<file path="src/rtl/program_loader.sv">
// program_loader: receives a nibble stream (length, data, optional checksum) and writes program memory.
// Checksum verification is compiled in with `define PROGRAM_LOADER_CHECKSUM_EN.
module program_loader (
    input  logic       clk,
    input  logic       reset,
    input  logic       load_req,
    input  logic       nib_valid,
    input  logic [3:0] nib_data,
    output logic       nib_ready,
    output logic       pm_wr_en,
    output logic [7:0] pm_wr_addr,
    output logic [7:0] pm_wr_data,
    output logic       run,
    output logic [7:0] load_count,
    output logic       load_err
);
    typedef enum logic [3:0] {
        IDLE, LEN_HI, LEN_LO, DATA_HI, DATA_LO, RUN
`ifdef PROGRAM_LOADER_CHECKSUM_EN
        , CSUM_HI, CSUM_LO, ERROR
`endif
    } state_t;

    state_t state, nxt;
    logic [3:0] hi;
    logic [7:0] len;
    logic [7:0] byte_in;
    logic xfer, last;

    assign xfer    = nib_valid & nib_ready;
    assign byte_in = {hi, nib_data};
    // load_count doubles as the index of the byte being assembled; length 0 wraps to 256
    assign last    = load_count == len - 8'd1;

`ifdef PROGRAM_LOADER_CHECKSUM_EN
    logic [7:0] csum;
`else
    assign load_err = 1'b0;
`endif

    always_comb begin
        nxt = state;
        case (state)
            IDLE, RUN: nxt = load_req ? LEN_HI : state;
            LEN_HI:    nxt = xfer ? LEN_LO : state;
            LEN_LO:    nxt = xfer ? DATA_HI : state;
            DATA_HI:   nxt = xfer ? DATA_LO : state;
`ifdef PROGRAM_LOADER_CHECKSUM_EN
            DATA_LO:   nxt = !xfer ? state : last ? CSUM_HI : DATA_HI;
            CSUM_HI:   nxt = xfer ? CSUM_LO : state;
            CSUM_LO:   nxt = !xfer ? state : csum == byte_in ? RUN : ERROR;
`else
            DATA_LO:   nxt = !xfer ? state : last ? RUN : DATA_HI;
`endif
            default:   nxt = state;
        endcase
    end

    always_ff @(posedge clk or posedge reset) begin
        if (reset) begin
            state      <= IDLE;
            nib_ready  <= 1'b0;
            pm_wr_en   <= 1'b0;
            pm_wr_addr <= 8'h00;
            pm_wr_data <= 8'h00;
            run        <= 1'b0;
            load_count <= 8'h00;
            hi         <= 4'h0;
            len        <= 8'h00;
`ifdef PROGRAM_LOADER_CHECKSUM_EN
            load_err   <= 1'b0;
            csum       <= 8'h00;
`endif
        end else begin
            state     <= nxt;
`ifdef PROGRAM_LOADER_CHECKSUM_EN
            nib_ready <= nxt inside {LEN_HI, LEN_LO, DATA_HI, DATA_LO, CSUM_HI, CSUM_LO};
`else
            nib_ready <= nxt inside {LEN_HI, LEN_LO, DATA_HI, DATA_LO};
`endif
            run       <= nxt == RUN;
            pm_wr_en  <= 1'b0;
            if (xfer) hi <= nib_data;
            if (state == LEN_LO && xfer) len <= byte_in;
            if (nxt == LEN_HI) load_count <= 8'h00;
            if (state == DATA_LO && xfer) begin
                pm_wr_en   <= 1'b1;
                pm_wr_addr <= load_count;
                pm_wr_data <= byte_in;
                load_count <= load_count + 8'd1;
            end
`ifdef PROGRAM_LOADER_CHECKSUM_EN
            if (nxt == LEN_HI) begin
                csum     <= 8'h00;
                load_err <= 1'b0;
            end
            if (state == DATA_LO && xfer) csum <= csum + byte_in;
            if (nxt == ERROR) load_err <= 1'b1;
`endif
        end
    end
endmodule

</file>
<file path="config.mk">
export PLATFORM = sky130hd
export DESIGN_NAME = program_loader
export DESIGN_NICKNAME = d
export VERILOG_FILES = /design/src/rtl/program_loader.sv
export SDC_FILE = /design/constraint.sdc
export NUM_CORES = 1
export LEC_CHECK = 0
export BUFFER_PORTS_ARGS = -buffer_cell sky130_fd_sc_hd__buf_2
export CORE_ASPECT_RATIO = 0.8
export CORE_MARGIN = 2
export CORE_UTILIZATION = 41
export DETAILED_ROUTE_END_ITERATION = 16
export GPL_TIMING_DRIVEN = 1
export PLACE_DENSITY_LB_ADDON = 0.25
export SYNTH_ARGS = -nofsm -noshare
export SYNTH_HDL_FRONTEND = slang
export SYNTH_SLANG_ARGS = --single-unit
</file>
<file path="constraint.sdc">
create_clock -name clk -period 2.2 [get_ports clk]
set_input_delay 0.44 -clock clk [delete_from_list [all_inputs] [get_ports clk]]
set_output_delay 0.44 -clock clk [all_outputs]
set_load 0.02 [all_outputs]
</file>
# After elaboration in Yosys (flattened, before gate mapping)
# Index checks and enable logic that the tools add are counted.
[word_totals]
in_bits = 8
reg_bits = 43
out_inout_bits = 28
elab_cells = 39
[classes]
n_mux = 10
add_sub_neg = 2
reduce_logical = 6
n_bitwise = 1
n_eq_ne = 11
[op_table]
columns = ["op", "count"]
rows = [
  ["two-way mux 4 bit", 5],
  ["one-hot mux 4 bit (5 select lines)", 1],
  ["== test 4 x 2 -> 1 bit (second input constant)", 4],
  ["== test 4 x 3 -> 1 bit (second input constant)", 4],
  ["two-way mux 8 bit", 2],
  ["adder 8 x 1 -> 8 bit (second input constant)", 1],
  ["== test 4 x 1 -> 1 bit (second input constant)", 2],
  ["== test 8 bit", 1],
  ["subtractor 8 x 1 -> 8 bit (second input constant)", 1],
  ["logical NOT 4 bit", 1],
  ["nonzero test 4 bit", 1],
  ["two-way mux 3 bit", 1],
  ["logical AND 1 bit", 2],
  ["nonzero test 2 bit", 1],
  ["OR reduction 2 bit", 1],
  ["AND 1 bit", 1],
  ["two-way mux 1 bit", 1],
]

# Logic depth before layout (Yosys ltp)
[depth]
word_depth = 8
ltp_mapped = 7
ltp_nobuf = 7

# Worst setup path before layout
# Ideal clock, no wire load.
[synth_timing]
path_kind = "register to register"
startpoint = "reg len[0]"
endpoint = "reg run"
path_buffers = 0
arrival_ps = 1819
t_required_ps = 2132
path_stages_with_launch = 8
setup_time_ps = 68
slack_ps = 313
period_less_slack_ps = 1887
path_cell_list = "dfrtp_1 -> inv_1 -> ha_1 -> or3b_1 -> nor3_1 -> xnor2_1 -> a2111oi_4 -> o221a_1"
[synth_between]
elab_chain_len = 6
[synth_lines]
columns = ["item", "line_no", "rtl"]
rows = [
  ["start, declared", "26", "logic [7:0] len;"],
  ["start signal, assigned", "84", "if (state == LEN_LO && xfer) len <= byte_in;"],
  ["subtractor 8 x 1 -> 8 bit", "33", "assign last = load_count == len - 8'd1;"],
  ["== test 8 bit", "33", ""],
  ["two-way mux 3 bit", "53", "DATA_LO: nxt = !xfer ? state : last ? RUN : DATA_HI;"],
  ["two-way mux 4 bit", "53", ""],
  ["one-hot mux 4 bit (5 select lines)", "43", "case (state)"],
  ["== test 4 x 3 -> 1 bit", "81", "run <= nxt == RUN;"],
  ["end signal, assigned", "66", "run <= 1'b0;"],
  ["end signal, assigned", "81", ""],
  ["end, declared", "13", "output logic run,"],
]
# Every way passes these cells.
# A chain may end at the register's enable or synchronous reset.

# Worst setup path after layout
[layout_timing]
startpoint = "reg len[4]"
endpoint = "reg run"
# The elaborated chain is that of the path after synthesis.

==> out/results.tsv <==
metric	value	unit
post-synthesis instance area	2111	um^2
Required @ worst endpoint	2440	ps
status	finished clean	
share of post-route cells with drive strength above 1	25.29	%
post-synthesis net count	233	
Pwr Density	1204	nW/um^2
leading cell types in the layout, fill and taps excluded	sky130_fd_sc_hd__nand2_1, sky130_fd_sc_hd__dfrtp_1, sky130_fd_sc_hd__buf_2	
total iterations of the first detailed-routing run	4	
Setup crit end	run	
R2R depth	5	
slew margin rel.	46.22	%
Area Growth Syn to Fin	18.49	%
DP HPWL	3089	um
Crit Path Class	register to register	
detailed-route wire length	4369	um
Min Clock Period, post-route	2013	ps
top-level port count	36	
CTS hold repair buffers	0	
maximum clock frequency	496.7	MHz
number of hold-slack violations in the final timing report	0	
vias after detailed routing	1690	
drt via density	5.232	
worst-case vdd ir drop	0.5786	mV
level count of the clock H-tree	2	
reg-to-reg setup timing slack	190	ps
startpoint class of the critical path	register	
type of the tightest min-delay check	primary input to async pin	
fin nets	270	
count of endpoints failing setup in the final report	0	
first-pass GRT wire length	7638	um
number of port buffers	34	
Die Y-Extent	68.18	um
routed wire length per instance	13.53	um
critical register-to-register path endpoint	run	
Synth Register Bits	43	
type of element capturing the critical path	register	
number of global-route vias before repair	1588	
Root Driver	sky130_fd_sc_hd__clkbuf_8	
number of antenna violations at the first check in global routing	0	
clk sink count	43	
setup ws final	186.5	ps
number of distinct library cells after synthesis	41	
num rows	23	
Static Leak	1.251	nW
most common cell after layout, fill and taps aside	sky130_fd_sc_hd__nand2_1	
Synth warnings	0	
maxcap violations	0	
Initial Util	42.40	%
crit path max fanout	5	
diodes inserted	0	
Tightest Pin Transition	801.8	ps
syn_area_per_cell	9.465	um^2
critical path arrival	2250	ps
sum of negative setup slack	0	ps
clock edge transition at the registers on the reported setup and hold paths	80	ps
final cycle utilization of the critical path	91.52	%
Crit. Startpoint	len[4]	
all-layer global routing usage	17.21	%
max-slew violation count	0	
sum of overflow across all layers after global routing	0	
weighted congestion reported at the end of routability-driven placement	0.8338	
worst clock skew on the final layout	3.627	ps
setup repair after global routing missed its margin	no	
Core Area	4979	um^2
DRC viols	0	
cells after synthesis	223	
Die Wd	84.22	um
number of violations reported at the end of detailed-routing iteration 0	68	
cts bufs inserted	5	
maximum buffer depth of the clock tree	2	
residual antenna-violating net count after detailed routing	0	
post-synthesis sequential area ratio	50.98	%
TritonCTS clock tree	done	
Critical R2R Launch	len[4]	
clock latency on the worst-skew pair	300	ps
die footprint	5742	um^2
maximum number of pins on one net before global-route repair	24	
Post-Place Setup Slack	118.3	ps
-- worst max-delay path: stages (launching register included) --
cell and delay, ps:
sky130_fd_sc_hd__dfrtp_1 460, sky130_fd_sc_hd__nor3_2 230, sky130_fd_sc_hd__nand2_1 100, sky130_fd_sc_hd__or4_4 530, sky130_fd_sc_hd__a2111oi_4 390, sky130_fd_sc_hd__o221a_1 250
-- sequential cells by signal, indices dropped and copies added, names as in the netlist --
| signal | count |
|---|---|
| run | 1 |
| pm_wr_addr | 8 |
| pm_wr_data | 8 |
| load_count | 8 |
| nib_ready | 1 |
| state | 4 |
| hi | 4 |
| pm_wr_en | 1 |
| len | 8 |
-- worst min path at each step --
stage | slack [ps] | end
global placement | 460 | pm_wr_addr[7]
floorplan | 450 | pm_wr_data[4]
global route | 220 | pm_wr_addr[3]
CTS | 210 | pm_wr_addr[3]
detailed placement | 460 | pm_wr_data[6]
finish | 190 | pm_wr_data[7]
-- layer usage --
| metal | share of wire, % | GRT usage [%] | vias up |
|---|---|---|---|
| met3 | 5.9 | 4.825 | 5 |
| met4 | 0.98 | 6.653 | 0 |
| met2 | 44 | 25.79 | 51 |
| li1 | - | - | 830 |
| met5 | 0 | 0 | - |
| met1 | 49 | 23.93 | 804 |
-- cells in the mapped netlist --
cell type / number / share of area [%]
sky130_fd_sc_hd__and3b_1: 1 / 0.42
sky130_fd_sc_hd__xor2_1: 1 / 0.42
sky130_fd_sc_hd__inv_1: 8 / 1.4
sky130_fd_sc_hd__and3_1: 5 / 1.5
sky130_fd_sc_hd__buf_4: 1 / 0.36
sky130_fd_sc_hd__clkbuf_1: 10 / 1.8
sky130_fd_sc_hd__a221oi_1: 1 / 0.42
sky130_fd_sc_hd__o211ai_1: 3 / 1.1
sky130_fd_sc_hd__nand4_1: 1 / 0.30
sky130_fd_sc_hd__a21o_1: 1 / 0.36
sky130_fd_sc_hd__o21ai_1: 1 / 0.24
sky130_fd_sc_hd__a31oi_1: 2 / 0.59
sky130_fd_sc_hd__and2_1: 1 / 0.30
sky130_fd_sc_hd__a31o_2: 1 / 0.42
sky130_fd_sc_hd__nand2_1: 61 / 11
sky130_fd_sc_hd__nor2b_1: 2 / 0.59
sky130_fd_sc_hd__or4_4: 1 / 0.53
sky130_fd_sc_hd__nor2_1: 10 / 1.8
sky130_fd_sc_hd__a21oi_1: 4 / 0.95
sky130_fd_sc_hd__nor3_1: 5 / 1.2
sky130_fd_sc_hd__xnor2_1: 10 / 4.1
sky130_fd_sc_hd__a2111oi_4: 1 / 1.3
sky130_fd_sc_hd__a22o_1: 1 / 0.42
sky130_fd_sc_hd__nor3b_1: 1 / 0.36
sky130_fd_sc_hd__mux2_2: 12 / 6.4
sky130_fd_sc_hd__o221a_1: 1 / 0.53
sky130_fd_sc_hd__nand3_1: 3 / 0.71
sky130_fd_sc_hd__o31ai_1: 1 / 0.36
sky130_fd_sc_hd__o21ai_0: 16 / 3.8
sky130_fd_sc_hd__or3b_1: 1 / 0.42
sky130_fd_sc_hd__nand4b_1: 1 / 0.42
sky130_fd_sc_hd__a32oi_1: 1 / 0.42
sky130_fd_sc_hd__conb_1: 1 / 0.18
sky130_fd_sc_hd__nand2b_1: 3 / 0.89
sky130_fd_sc_hd__o221ai_1: 1 / 0.42
sky130_fd_sc_hd__nor3_2: 1 / 0.47
sky130_fd_sc_hd__o211a_1: 1 / 0.47
sky130_fd_sc_hd__ha_1: 2 / 1.2
sky130_fd_sc_hd__or4_1: 1 / 0.36
sky130_fd_sc_hd__a211oi_1: 1 / 0.36
sky130_fd_sc_hd__dfrtp_1: 43 / 51
-- report_power, final --
| group | leakage [nW] | internal (mW) | switching (mW) |
|---|---|---|---|
| combinational | 0.634 | 0.503 | 0.590 |
| clock | 0.0612 | 0.367 | 0.270 |
| sequential | 0.556 | 1.02 | 0.265 |
-- per-stage QoR --
step / util [%] / power, mW / instances / area [um^2] / hold WS, ps
2_1_floorplan: - / 2.063 / 223 / 2111 / 451.3
3_3_place_gp: 47.63 / 2.351 / 314 / 2371 / 455.1
3_5_place_dp: 47.63 / 2.368 / 314 / 2371 / 456.5
4_1_cts: 49.99 / 3.017 / 322 / 2489 / 205.4
5_1_grt: 50.24 / 3.262 / 323 / 2501 / 217.6
6_report: 50.24 / 3.011 / 323 / 2501 / 186.7
-- layout make-up --
type	instances	area, um^2
tap	62	77.57
multi-input combinational	161	964.7
inverter	8	30.03
timing repair buffer	41	235.2
fill	469	2477
clock buffer	6	82.58
sequential	43	1076
clock inverter	2	35.03
-- repair_timing --
item                                    4_1_cts  5_1_grt
resized for setup                             0        1
endpoints found under the hold margin         0        0
buffers inserted                              0        1
endpoints found under the setup margin        0        4
-- cells by family after synthesis --
family | share of synthesized area (%)
AND/OR/NAND/NOR | 21.04
flip-flops | 50.98
AO/OA/AOI/OAI | 12.09
buffers and inverters | 3.557
multiplexers | 6.402
XOR/XNOR | 4.564
adder cells (fa/ha/maj) | 1.185
other | 0.1777
(Power assumes the default switching activity.)
